### config.mk
export PLATFORM = sky130hd
export DESIGN_NAME = pipe_ctrl_unit
export DESIGN_NICKNAME = d
export VERILOG_FILES = /design/src/rtl/ctrl_pkg.sv /design/src/rtl/instructionDecoder.sv /design/src/rtl/pipe_ctrl_unit.sv
export SDC_FILE = /design/constraint.sdc
export NUM_CORES = 1
export LEC_CHECK = 0
export ABC_AREA = 1
export CORE_UTILIZATION = 41
export CTS_BUF_LIST = sky130_fd_sc_hd__clkbuf_16
export DETAILED_ROUTE_END_ITERATION = 12
export PLACE_DENSITY = 0.92
export SETUP_SLACK_MARGIN = 0.1
export SYNTH_ARGS = -nofsm -noshare
export SYNTH_HDL_FRONTEND = slang
export SYNTH_HIERARCHICAL = 1
export SYNTH_SLANG_ARGS = --single-unit
### constraint.sdc
create_clock -name clk -period 6.2 [get_ports clk]
set_clock_uncertainty 0.1 [all_clocks]
set_input_delay 1.86 -clock clk [delete_from_list [all_inputs] [get_ports clk]]
set_output_delay 1.86 -clock clk [all_outputs]
set_load 0.02 [all_outputs]
### src/rtl/ctrl_pkg.sv
// Shared opcodes, ALU/PC/writeback encodings and FSM state for pipe_ctrl_unit.
package ctrl_pkg;

  localparam int unsigned INSTR_W   = 32;
  localparam int unsigned DIV_CNT_W = 6;

  localparam logic [6:0] OP_R    = 7'h33;
  localparam logic [6:0] OP_I    = 7'h13;
  localparam logic [6:0] OP_LUI  = 7'h37;
  localparam logic [6:0] OP_SYS  = 7'h73;
  localparam logic [6:0] OP_JAL  = 7'h6F;
  localparam logic [6:0] OP_JALR = 7'h67;
  localparam logic [6:0] OP_BR   = 7'h63;

  localparam logic [INSTR_W-1:0] NOP = 32'h0000_0013;

  localparam logic [11:0] CSR_GPIO_IN  = 12'hf00;
  localparam logic [11:0] CSR_GPIO_OUT = 12'hf02;

  typedef enum logic [4:0] {
    ALU_AND   = 5'b00000,
    ALU_OR    = 5'b00001,
    ALU_XOR   = 5'b00010,
    ALU_ADD   = 5'b00011,
    ALU_SUB   = 5'b00100,
    ALU_MUL   = 5'b00101,
    ALU_MULH  = 5'b00110,
    ALU_MULHU = 5'b00111,
    ALU_SLL   = 5'b01000,
    ALU_SRL   = 5'b01001,
    ALU_SRA   = 5'b01010,
    ALU_SLT   = 5'b01100,
    ALU_SLTU  = 5'b01101,
    ALU_DIV   = 5'b10000,
    ALU_DIVU  = 5'b10001,
    ALU_REM   = 5'b10010,
    ALU_REMU  = 5'b10011
  } aluop_e;

  typedef enum logic [1:0] {
    PC_PLUS4  = 2'b00,
    PC_JALR   = 2'b01,
    PC_JAL    = 2'b10,
    PC_BRANCH = 2'b11
  } pcsrc_e;

  typedef enum logic [1:0] {
    RS_GPIO = 2'b00,
    RS_LUI  = 2'b01,
    RS_ALU  = 2'b10,
    RS_PC4  = 2'b11
  } regsel_e;

  typedef enum logic {
    ST_RUN      = 1'b0,
    ST_DIV_BUSY = 1'b1
  } state_e;

endpackage

### src/rtl/instructionDecoder.sv
// Combinational RV32 control decoder for the instruction held in EX.
// Optional divide/remainder decode under CTRL_MULDIV_EN.
module instructionDecoder
  import ctrl_pkg::*;
(
`ifdef CTRL_MULDIV_EN
  output logic        o_is_div,
`endif
  input  logic [6:0]  i_opcode,
  input  logic [2:0]  i_funct3,
  input  logic [11:0] i_imm12,
  output aluop_e      o_aluop,
  output logic        o_alusrc,
  output regsel_e     o_regsel,
  output logic        o_regwrite,
  output logic        o_gpio_we,
  output logic        o_jal,
  output logic        o_jalr,
  output logic        o_branch,
  output logic        o_illegal
);

  logic [6:0] w_funct7;
  assign w_funct7 = i_imm12[11:5];

  // Decode opcode/funct fields; any unlisted encoding is illegal and side-effect free.
  always_comb begin
    o_aluop    = ALU_ADD;
    o_alusrc   = 1'b0;
    o_regsel   = RS_ALU;
    o_regwrite = 1'b0;
    o_gpio_we  = 1'b0;
    o_jal      = 1'b0;
    o_jalr     = 1'b0;
    o_branch   = 1'b0;
    o_illegal  = 1'b0;
`ifdef CTRL_MULDIV_EN
    o_is_div   = 1'b0;
`endif
    case (i_opcode)
      OP_R: begin
        o_regwrite = 1'b1;
        case (w_funct7)
          7'b0000000: begin
            case (i_funct3)
              3'b000:  o_aluop = ALU_ADD;
              3'b001:  o_aluop = ALU_SLL;
              3'b010:  o_aluop = ALU_SLT;
              3'b011:  o_aluop = ALU_SLTU;
              3'b100:  o_aluop = ALU_XOR;
              3'b101:  o_aluop = ALU_SRL;
              3'b110:  o_aluop = ALU_OR;
              default: o_aluop = ALU_AND;
            endcase
          end
          7'b0100000: begin
            case (i_funct3)
              3'b000:  o_aluop = ALU_SUB;
              3'b101:  o_aluop = ALU_SRA;
              default: o_illegal = 1'b1;
            endcase
          end
          7'b0000001: begin
            case (i_funct3)
              3'b000:  o_aluop = ALU_MUL;
              3'b001:  o_aluop = ALU_MULH;
              3'b011:  o_aluop = ALU_MULHU;
`ifdef CTRL_MULDIV_EN
              3'b100:  begin o_aluop = ALU_DIV;  o_is_div = 1'b1; end
              3'b101:  begin o_aluop = ALU_DIVU; o_is_div = 1'b1; end
              3'b110:  begin o_aluop = ALU_REM;  o_is_div = 1'b1; end
              3'b111:  begin o_aluop = ALU_REMU; o_is_div = 1'b1; end
`endif
              default: o_illegal = 1'b1;
            endcase
          end
          default: o_illegal = 1'b1;
        endcase
      end
      OP_I: begin
        o_regwrite = 1'b1;
        o_alusrc   = 1'b1;
        case (i_funct3)
          3'b000: o_aluop = ALU_ADD;
          3'b010: o_aluop = ALU_SLT;
          3'b011: o_aluop = ALU_SLTU;
          3'b100: o_aluop = ALU_XOR;
          3'b110: o_aluop = ALU_OR;
          3'b111: o_aluop = ALU_AND;
          3'b001: begin
            if (w_funct7 == 7'b0000000) o_aluop = ALU_SLL;
            else                        o_illegal = 1'b1;
          end
          default: begin
            if (w_funct7 == 7'b0000000)      o_aluop = ALU_SRL;
            else if (w_funct7 == 7'b0100000) o_aluop = ALU_SRA;
            else                             o_illegal = 1'b1;
          end
        endcase
      end
      OP_LUI: begin
        o_regwrite = 1'b1;
        o_alusrc   = 1'b1;
        o_regsel   = RS_LUI;
      end
      OP_SYS: begin
        if (i_funct3 == 3'b001 && i_imm12 == CSR_GPIO_OUT) begin
          o_gpio_we = 1'b1;
        end else if (i_funct3 == 3'b001 && i_imm12 == CSR_GPIO_IN) begin
          o_regwrite = 1'b1;
          o_regsel   = RS_GPIO;
        end else begin
          o_illegal = 1'b1;
        end
      end
      OP_JAL: begin
        o_jal      = 1'b1;
        o_regwrite = 1'b1;
        o_regsel   = RS_PC4;
        o_alusrc   = 1'b1;
      end
      OP_JALR: begin
        if (i_funct3 == 3'b000) begin
          o_jalr     = 1'b1;
          o_regwrite = 1'b1;
          o_regsel   = RS_PC4;
          o_alusrc   = 1'b1;
        end else begin
          o_illegal = 1'b1;
        end
      end
      OP_BR: begin
        o_branch = 1'b1;
        case (i_funct3)
          3'b000, 3'b001: o_aluop = ALU_SUB;
          3'b100, 3'b101: o_aluop = ALU_SLT;
          3'b110, 3'b111: o_aluop = ALU_SLTU;
          default:        o_illegal = 1'b1;
        endcase
      end
      default: o_illegal = 1'b1;
    endcase
    if (o_illegal) begin
      o_regwrite = 1'b0;
      o_gpio_we  = 1'b0;
      o_jal      = 1'b0;
      o_jalr     = 1'b0;
      o_branch   = 1'b0;
`ifdef CTRL_MULDIV_EN
      o_is_div   = 1'b0;
`endif
    end
  end

endmodule

### src/rtl/pipe_ctrl_unit.sv
// EX-stage control: holds the EX instruction, decodes it, resolves jal/jalr/branch
// redirects with a one-cycle flush. CTRL_MULDIV_EN adds multi-cycle div/rem sequencing.
module pipe_ctrl_unit
  import ctrl_pkg::*;
#(
  parameter int unsigned XLEN        = 32,
  parameter int unsigned DIV_LATENCY = 8,
  parameter int unsigned ALUOP_W     = 5
) (
  input  logic               clk,
  input  logic               rst_n,
  input  logic [31:0]        instr_F,
  input  logic [XLEN-1:0]    R_EX,
  output logic [ALUOP_W-1:0] aluop,
  output logic               alusrc,
  output logic [1:0]         regsel,
  output logic               regwrite,
  output logic               gpio_we,
  output logic [4:0]         rd,
  output logic [4:0]         rs1,
  output logic [4:0]         rs2,
  output logic [11:0]        imm_i,
  output logic [19:0]        imm_u,
  output logic [6:0]         opcode,
  output logic [1:0]         pcsrc_EX,
  output logic               stall_FETCH,
  output logic               flush,
  output logic               illegal_EX,
  output logic               busy
);

  logic [INSTR_W-1:0] r_ir_ex;
  aluop_e             w_aluop;
  regsel_e            w_regsel;
  logic               w_alusrc;
  logic               w_dec_regwrite;
  logic               w_gpio_we;
  logic               w_jal;
  logic               w_jalr;
  logic               w_branch;
  logic               w_illegal;
  logic               w_br_taken;
  logic               w_redirect;
  logic               w_run;
  logic               w_hold;
  logic               w_div_stall;
  logic               w_div_block;
  logic               w_busy;
  logic [2:0]         w_funct3;

  assign w_funct3 = r_ir_ex[14:12];

`ifdef CTRL_MULDIV_EN
  logic w_is_div;
`endif

  instructionDecoder u_dec (
`ifdef CTRL_MULDIV_EN
    .o_is_div   (w_is_div),
`endif
    .i_opcode   (r_ir_ex[6:0]),
    .i_funct3   (r_ir_ex[14:12]),
    .i_imm12    (r_ir_ex[31:20]),
    .o_aluop    (w_aluop),
    .o_alusrc   (w_alusrc),
    .o_regsel   (w_regsel),
    .o_regwrite (w_dec_regwrite),
    .o_gpio_we  (w_gpio_we),
    .o_jal      (w_jal),
    .o_jalr     (w_jalr),
    .o_branch   (w_branch),
    .o_illegal  (w_illegal)
  );

  // Branch condition from the EX ALU result (sub for eq/ne, slt/sltu for the rest).
  always_comb begin
    w_br_taken = 1'b0;
    case (w_funct3)
      3'b000:         w_br_taken = (R_EX == '0);
      3'b001:         w_br_taken = (R_EX != '0);
      3'b100, 3'b110: w_br_taken = (R_EX == XLEN'(1));
      3'b101, 3'b111: w_br_taken = (R_EX == '0);
      default:        w_br_taken = 1'b0;
    endcase
  end

  assign w_redirect = w_run & (w_jal | w_jalr | (w_branch & w_br_taken));

  // Next-PC select; only meaningful while running.
  always_comb begin
    pcsrc_EX = PC_PLUS4;
    if (w_run) begin
      if (w_jalr)                      pcsrc_EX = PC_JALR;
      else if (w_jal)                  pcsrc_EX = PC_JAL;
      else if (w_branch && w_br_taken) pcsrc_EX = PC_BRANCH;
    end
  end

`ifdef CTRL_MULDIV_EN
  state_e                r_state;
  state_e                w_state_nxt;
  logic [DIV_CNT_W-1:0]  r_cnt;
  logic [DIV_CNT_W-1:0]  w_cnt_nxt;

  // Divide sequencer state and countdown registers.
  always_ff @(posedge clk or negedge rst_n) begin
    if (!rst_n) begin
      r_state <= ST_RUN;
      r_cnt   <= '0;
    end else begin
      r_state <= w_state_nxt;
      r_cnt   <= w_cnt_nxt;
    end
  end

  // Divide sequencing: EX is frozen until the final cycle, which performs the writeback.
  always_comb begin
    w_state_nxt = r_state;
    w_cnt_nxt   = r_cnt;
    w_hold      = 1'b0;
    w_div_stall = 1'b0;
    w_div_block = 1'b0;
    w_busy      = 1'b0;
    w_run       = (r_state == ST_RUN);
    case (r_state)
      ST_RUN: begin
        if (w_is_div && (DIV_LATENCY > 1)) begin
          w_state_nxt = ST_DIV_BUSY;
          w_cnt_nxt   = DIV_CNT_W'(DIV_LATENCY - 2);
          w_hold      = 1'b1;
          w_div_stall = 1'b1;
          w_div_block = 1'b1;
          w_busy      = 1'b1;
        end
      end
      default: begin
        w_busy = 1'b1;
        if (r_cnt != '0) begin
          w_cnt_nxt   = r_cnt - DIV_CNT_W'(1);
          w_hold      = 1'b1;
          w_div_stall = 1'b1;
          w_div_block = 1'b1;
        end else begin
          w_state_nxt = ST_RUN;
        end
      end
    endcase
  end
`else
  assign w_run       = 1'b1;
  assign w_hold      = 1'b0;
  assign w_div_stall = 1'b0;
  assign w_div_block = 1'b0;
  assign w_busy      = 1'b0;
`endif

  // EX instruction register: hold during divide, NOP on redirect, else take fetch.
  always_ff @(posedge clk or negedge rst_n) begin
    if (!rst_n)          r_ir_ex <= NOP;
    else if (w_hold)     r_ir_ex <= r_ir_ex;
    else if (w_redirect) r_ir_ex <= NOP;
    else                 r_ir_ex <= instr_F;
  end

  assign aluop       = ALUOP_W'(w_aluop);
  assign alusrc      = w_alusrc;
  assign regsel      = w_regsel;
  assign regwrite    = w_dec_regwrite & ~w_div_block;
  assign gpio_we     = w_gpio_we;
  assign illegal_EX  = w_illegal;
  assign stall_FETCH = w_redirect | w_div_stall;
  assign flush       = w_redirect;
  assign busy        = w_busy;
  assign rd          = r_ir_ex[11:7];
  assign rs1         = r_ir_ex[19:15];
  assign rs2         = r_ir_ex[24:20];
  assign imm_i       = r_ir_ex[31:20];
  assign imm_u       = r_ir_ex[31:12];
  assign opcode      = r_ir_ex[6:0];

endmodule

### After elaboration in Yosys (flattened, before gate mapping)

Cells that the tools add are included.

* register bits: 32
* bits of input ports: 66
* logic and storage cells: 88
* output and inout bits: 70

* multiplexer cells: 46
* equal/unequal tests: 19
* bitwise gates (word level): 3
* reductions and logical operators: 19

Operators by type and width (number)
* one-hot mux 5 bit (7 select lines): 1
* equality test 32 x 1 -> 1 bit (second input constant): 1
* zero test 32 bit: 1
* 2-to-1 mux 32 bit: 1
* nonzero test 32 bit: 1
* one-hot mux 5 bit (3 select lines): 2
* equality test 7 bit (second input constant): 4
* one-hot mux 4 bit (7 select lines): 1
* equality test 12 bit (second input constant): 2
* 2-to-1 mux 1 bit: 23
* equality test 7 x 6 -> 1 bit (second input constant): 3
* equality test 3 bit (second input constant): 4
* one-hot mux 4 bit (3 select lines): 1
* OR reduction 2 bit: 6
* OR reduction 6 bit: 2
* 2-to-1 mux 2 bit: 5
* one-hot mux 1 bit (3 select lines): 3
* one-hot mux 3 bit (3 select lines): 1
* OR reduction 3 bit: 3
* 2-to-1 mux 4 bit: 2
* one-hot mux 2 bit (4 select lines): 1
* one-hot mux 4 bit (2 select lines): 1
* equality test 7 x 1 -> 1 bit (second input constant): 1
* equality test 7 x 5 -> 1 bit (second input constant): 1
* other kinds (11): 16

### Longest topological paths before layout

* depth after elaboration: 10
* gate-level depth with buffers: 11

### Modules after synthesis

The synthesis kept the hierarchy.

Modules (own cells, without submodules)
* pipe_ctrl_unit: sequential area each 804.5 um2, area an instance 1564.0 um2, instances 1, cells an instance 178
* instructionDecoder: sequential area each 0.0 um2, area an instance 755.7 um2, instances 1, cells an instance 147

### Worst setup path after synthesis

Ideal clock, no wire load.

* kind: input to output
* start: in R_EX[31]
* end: out stall_FETCH
* slack: 1.353 ns
* cell stages on the path: 11
* buffers on the path: 2
* arrival time: 2.887 ns
* cells stage by stage: nor2_1 nand2_1 nor2_1 nand2_1 nor2_1 nand2_1 nand3_2 nand2_4 nand2_4 buf_6 buf_4

* longest elaborated chain between the ends: 4

Ends and longest elaborated chain
* start, declared: RTL line pipe_ctrl_unit.sv:13 `input logic [XLEN-1:0] R_EX,`
* equality test 32 x 1 -> 1 bit (tied with other cells): RTL line pipe_ctrl_unit.sv:81 `3'b100, 3'b110: w_br_taken = (R_EX == XLEN'(1));`
* one-hot mux 1 bit (3 select lines) *: RTL line pipe_ctrl_unit.sv:78 `case (w_funct3)`
* AND 1 bit *: RTL line pipe_ctrl_unit.sv:87 `assign w_redirect = w_run & (w_jal | w_jalr | (w_branch & w_br_taken));`
* OR 1 bit *: RTL line pipe_ctrl_unit.sv:87
* end, declared: RTL line pipe_ctrl_unit.sv:26 `output logic stall_FETCH,`

Mark *: on every way between the ends. The rest lies on a longest branch, timed or not.

### Final worst setup path

* start: in R_EX[31]
* end: out pcsrc_EX[0]

* longest elaborated chain between the ends: 6

Ends and longest elaborated chain
* equality test 32 x 1 -> 1 bit (tied with other cells): RTL line pipe_ctrl_unit.sv:81
* one-hot mux 1 bit (3 select lines) *: RTL line pipe_ctrl_unit.sv:78
* logical AND 1 bit *: RTL line pipe_ctrl_unit.sv:95 `else if (w_branch && w_br_taken) pcsrc_EX = PC_BRANCH;`
* 2-to-1 mux 2 bit *: RTL line pipe_ctrl_unit.sv:95
* 2-to-1 mux 2 bit *: RTL line pipe_ctrl_unit.sv:94 `else if (w_jal) pcsrc_EX = PC_JAL;`
* 2-to-1 mux 2 bit *: RTL line pipe_ctrl_unit.sv:93 `if (w_jalr) pcsrc_EX = PC_JALR;`
* end, declared: RTL line pipe_ctrl_unit.sv:25 `output logic [1:0] pcsrc_EX,`

Marks and branches as above.

==> impl_results.md <==
* Top FF cell, synth: dfrtp_1
* Mapped Area at 0.00232 sq mm
* Starting density of the core at 0.424
* Biggest regs: r_ir_ex (32)
* Area growth, synth to finish at 58.6%
* Yosys top cell area share at 0.313
* Period utilization at 0.924
* Crit path DAT at 3.77 ns
* Sink Count at 32
* Outcome: finished clean
* Largest net degree at the start of global routing at 33
* Crit Path Category: in -> out
* IO Count at 136
* Cells after DPL at 505
* CTS root buffer: clkbuf_16
* Placed inst area at 0.00354 sq mm
* Final Hold Fails at 0
* Ranking of synthesized cells by area: dfrtp_1, nor2_1, buf_4, nand2_1, inv_1
* Row count at 27
* Worst setup EP type: output pin
* N_diodes at 0
* Post-detail-place hpwl at 4950 microns
* Mean Syn Cell Area at 7.14 sq um
* Setup crit start kind: input pin
* CTS buffer count at 5
* Final Max Tran Viols at 0
* Fillers at 459
* Max cap viols at 0
* Antenna viol nets, final at 0
* Worst skew pair latency at 0.27 ns
* Slowest stage delay, CP at 0.62 ns
* Cts hold-fix bufs at 0
* Number of synthesized flops with an enable pin at 0
* Clock tree buffer depth at 2
* Vias in the first global route at 2342
* Max Fclk at 174 MHz
* Die Y at 77.2 microns
* Most flops, register: r_ir_ex
* Final net count at 506
* Final setup vio count at 0
* Cell variety after synth at 32
* Detailed Routing Iterations Pass 1 at 4
* DRC at 0
* First-pass GRT wire length at 9880 microns
* Post-CTS Setup Bufs at 0
* Synthesized Nets at 391
* Vias per inst at 4.70
* Drt first-iter violations at 126
* Port-buffer cells at 133
* Most common cell in the netlist: nor2_1
* Worst-path cell chain: clkdlybuf4s50_1, nor2_1, nand2_1, nor2_1, nand2_1, nor2_1, nand2_1, nand3_2, nand2_4, o21bai_1, clkdlybuf4s50_1
* Sequential-to-total area share from yosys stat at 0.347
* Vias at 2410
* P per Cell Area at 167 mW/mm^2
* H-tree Lvls at 2
* Final Instance Count excl. Fillers at 513
* Final WL at 6050 microns
* Fin crit period at 5.73 ns
* Core area at 0.00547 sq mm
* Slowest cell on the critical path: clkdlybuf4s50_1
* Largest area contributor in the synthesized netlist: dfrtp_1
* Total gr overflow at 0
* Synth Warn # at 6
* Max reg flops at 32
* CTS tree: done
* Worst Path Max Fanout at 6
* Per-cell routed wire length at 11.8 microns
* Flops & latches, synth at 32
* Fin Setup TNS at 0 ns
* RSZ-0062 raised after global routing: false
* Leak pwr at 0.00165 uW
* CP Data Required Time at 4.24 ns
* Post-synth ARST share at 1.00
* Mapped Cells at 325
* Synth top cells by count: nor2_1, nand2_1, inv_1
* Maximum vdd ir drop at 0.000206 V
* Share of cells above drive strength 1 at 0.170
* Overall global routing resource usage at 0.205
* Post-route cell area at 0.00368 sq mm
* Final GP Congestion at 0.886
* Clock Pin Slew Worst Setup and Hold Paths at 0.05 ns
* Hold Crit Class: reg -> reg
* Die ar. at 0.00596 sq mm
* Cts repair resizes at 0
* Initial antenna violation count at 0
* Die width at 77.2 microns
## placed cells by master (no fill, tap or decap), drive strengths merged
cell           count
a31oi              1
o21ai             11
nor3               5
inv               58
o22ai              1
nor2              82
o21bai             1
clkinv             3
and2               1
buf                3
a21oi              6
nand2             60
or2                1
nand4              6
clkbuf             5
clkdlybuf4s50    133
nor3b              1
nand3             25
conb               2
dfrtp             29
nand3b             4
dfstp              3
## metal layers
| layer | part of all wire | up-vias | global-route usage | wire length [microns] |
|---|---|---|---|---|
| met5 | 0 | - | 0 | 0 |
| li1 | - | 1190 | - | - |
| met1 | 0.35 | 1095 | 0.199 | 2140 |
| met2 | 0.53 | 112 | 0.401 | 3230 |
| met3 | 0.096 | 13 | 0.0655 | 581 |
| met4 | 0.016 | 0 | 0.0698 | 99 |
## worst max-delay path, delay by kind of cell
family / cells / cell delay [ns]
buffers and inverters: 2 / 1.02
AO/OA/AOI/OAI: 1 / 0.14
AND/OR/NAND/NOR: 8 / 0.76
## final cells by class
cell class / count / area, sq um / area share
sequential: 32 / 805 / 0.219
multi-input combinational: 207 / 1080 / 0.293
inverter: 58 / 218 / 0.0592
clock inverter: 3 / 11.3 / 0.00306
timing repair buffer: 136 / 1350 / 0.368
clock buffer: 5 / 125 / 0.0340
tap: 72 / 90.1 / 0.0245
## cells by family (layout without fill, tap and decap cells)
group / after synthesis / count (layout) / synth area share
AOI/OAI and AO/OA: 20 / 20 / 0.0518
buffers and inverters: 86 / 202 / 0.189
DFF: 32 / 32 / 0.347
other: 2 / 2 / 0.00324
and+or+nand+nor: 185 / 185 / 0.409
## stage by stage
| stage | worst slack, ns | hold WS (ns) | power (uW) | utilization |
|---|---|---|---|---|
| 2_1_floorplan | 1.35 | 0.821 | 314 | - |
| 3_3_place_gp | 0.505 | 0.815 | 393 | 0.647 |
| 3_5_place_dp | 0.466 | 0.822 | 396 | 0.647 |
| 4_1_cts | 0.466 | 0.833 | 620 | 0.672 |
| 5_1_grt | 0.319 | 0.923 | 641 | 0.672 |
| 6_report | 0.469 | 0.841 | 615 | 0.672 |
## power by group
part	internal, uW	total (uW)	leakage (uW)	switching, uW
Sequential	221	235	0.000370	14.0
Combinational	85.4	157	0.00121	71.6
Clock	144	223	0.0000701	79.1
Total	451	615	0.00165	165
## worst paths after layout
path	start	end	slack (ns)	cells after the start
hold / removal	r_ir_ex[13]	r_ir_ex[4]	0.84	5
setup / recovery	R_EX[31]	pcsrc_EX[0]	0.47	11
hold reg to reg	r_ir_ex[13]	r_ir_ex[4]	0.84	5
setup reg to reg	r_ir_ex[13]	r_ir_ex[29]	4.11	9
min in group asynchronous	rst_n	r_ir_ex[16]	1.90	2
max in group asynchronous	rst_n	r_ir_ex[0]	3.77	2
Power figures use the tool's default switching activity.
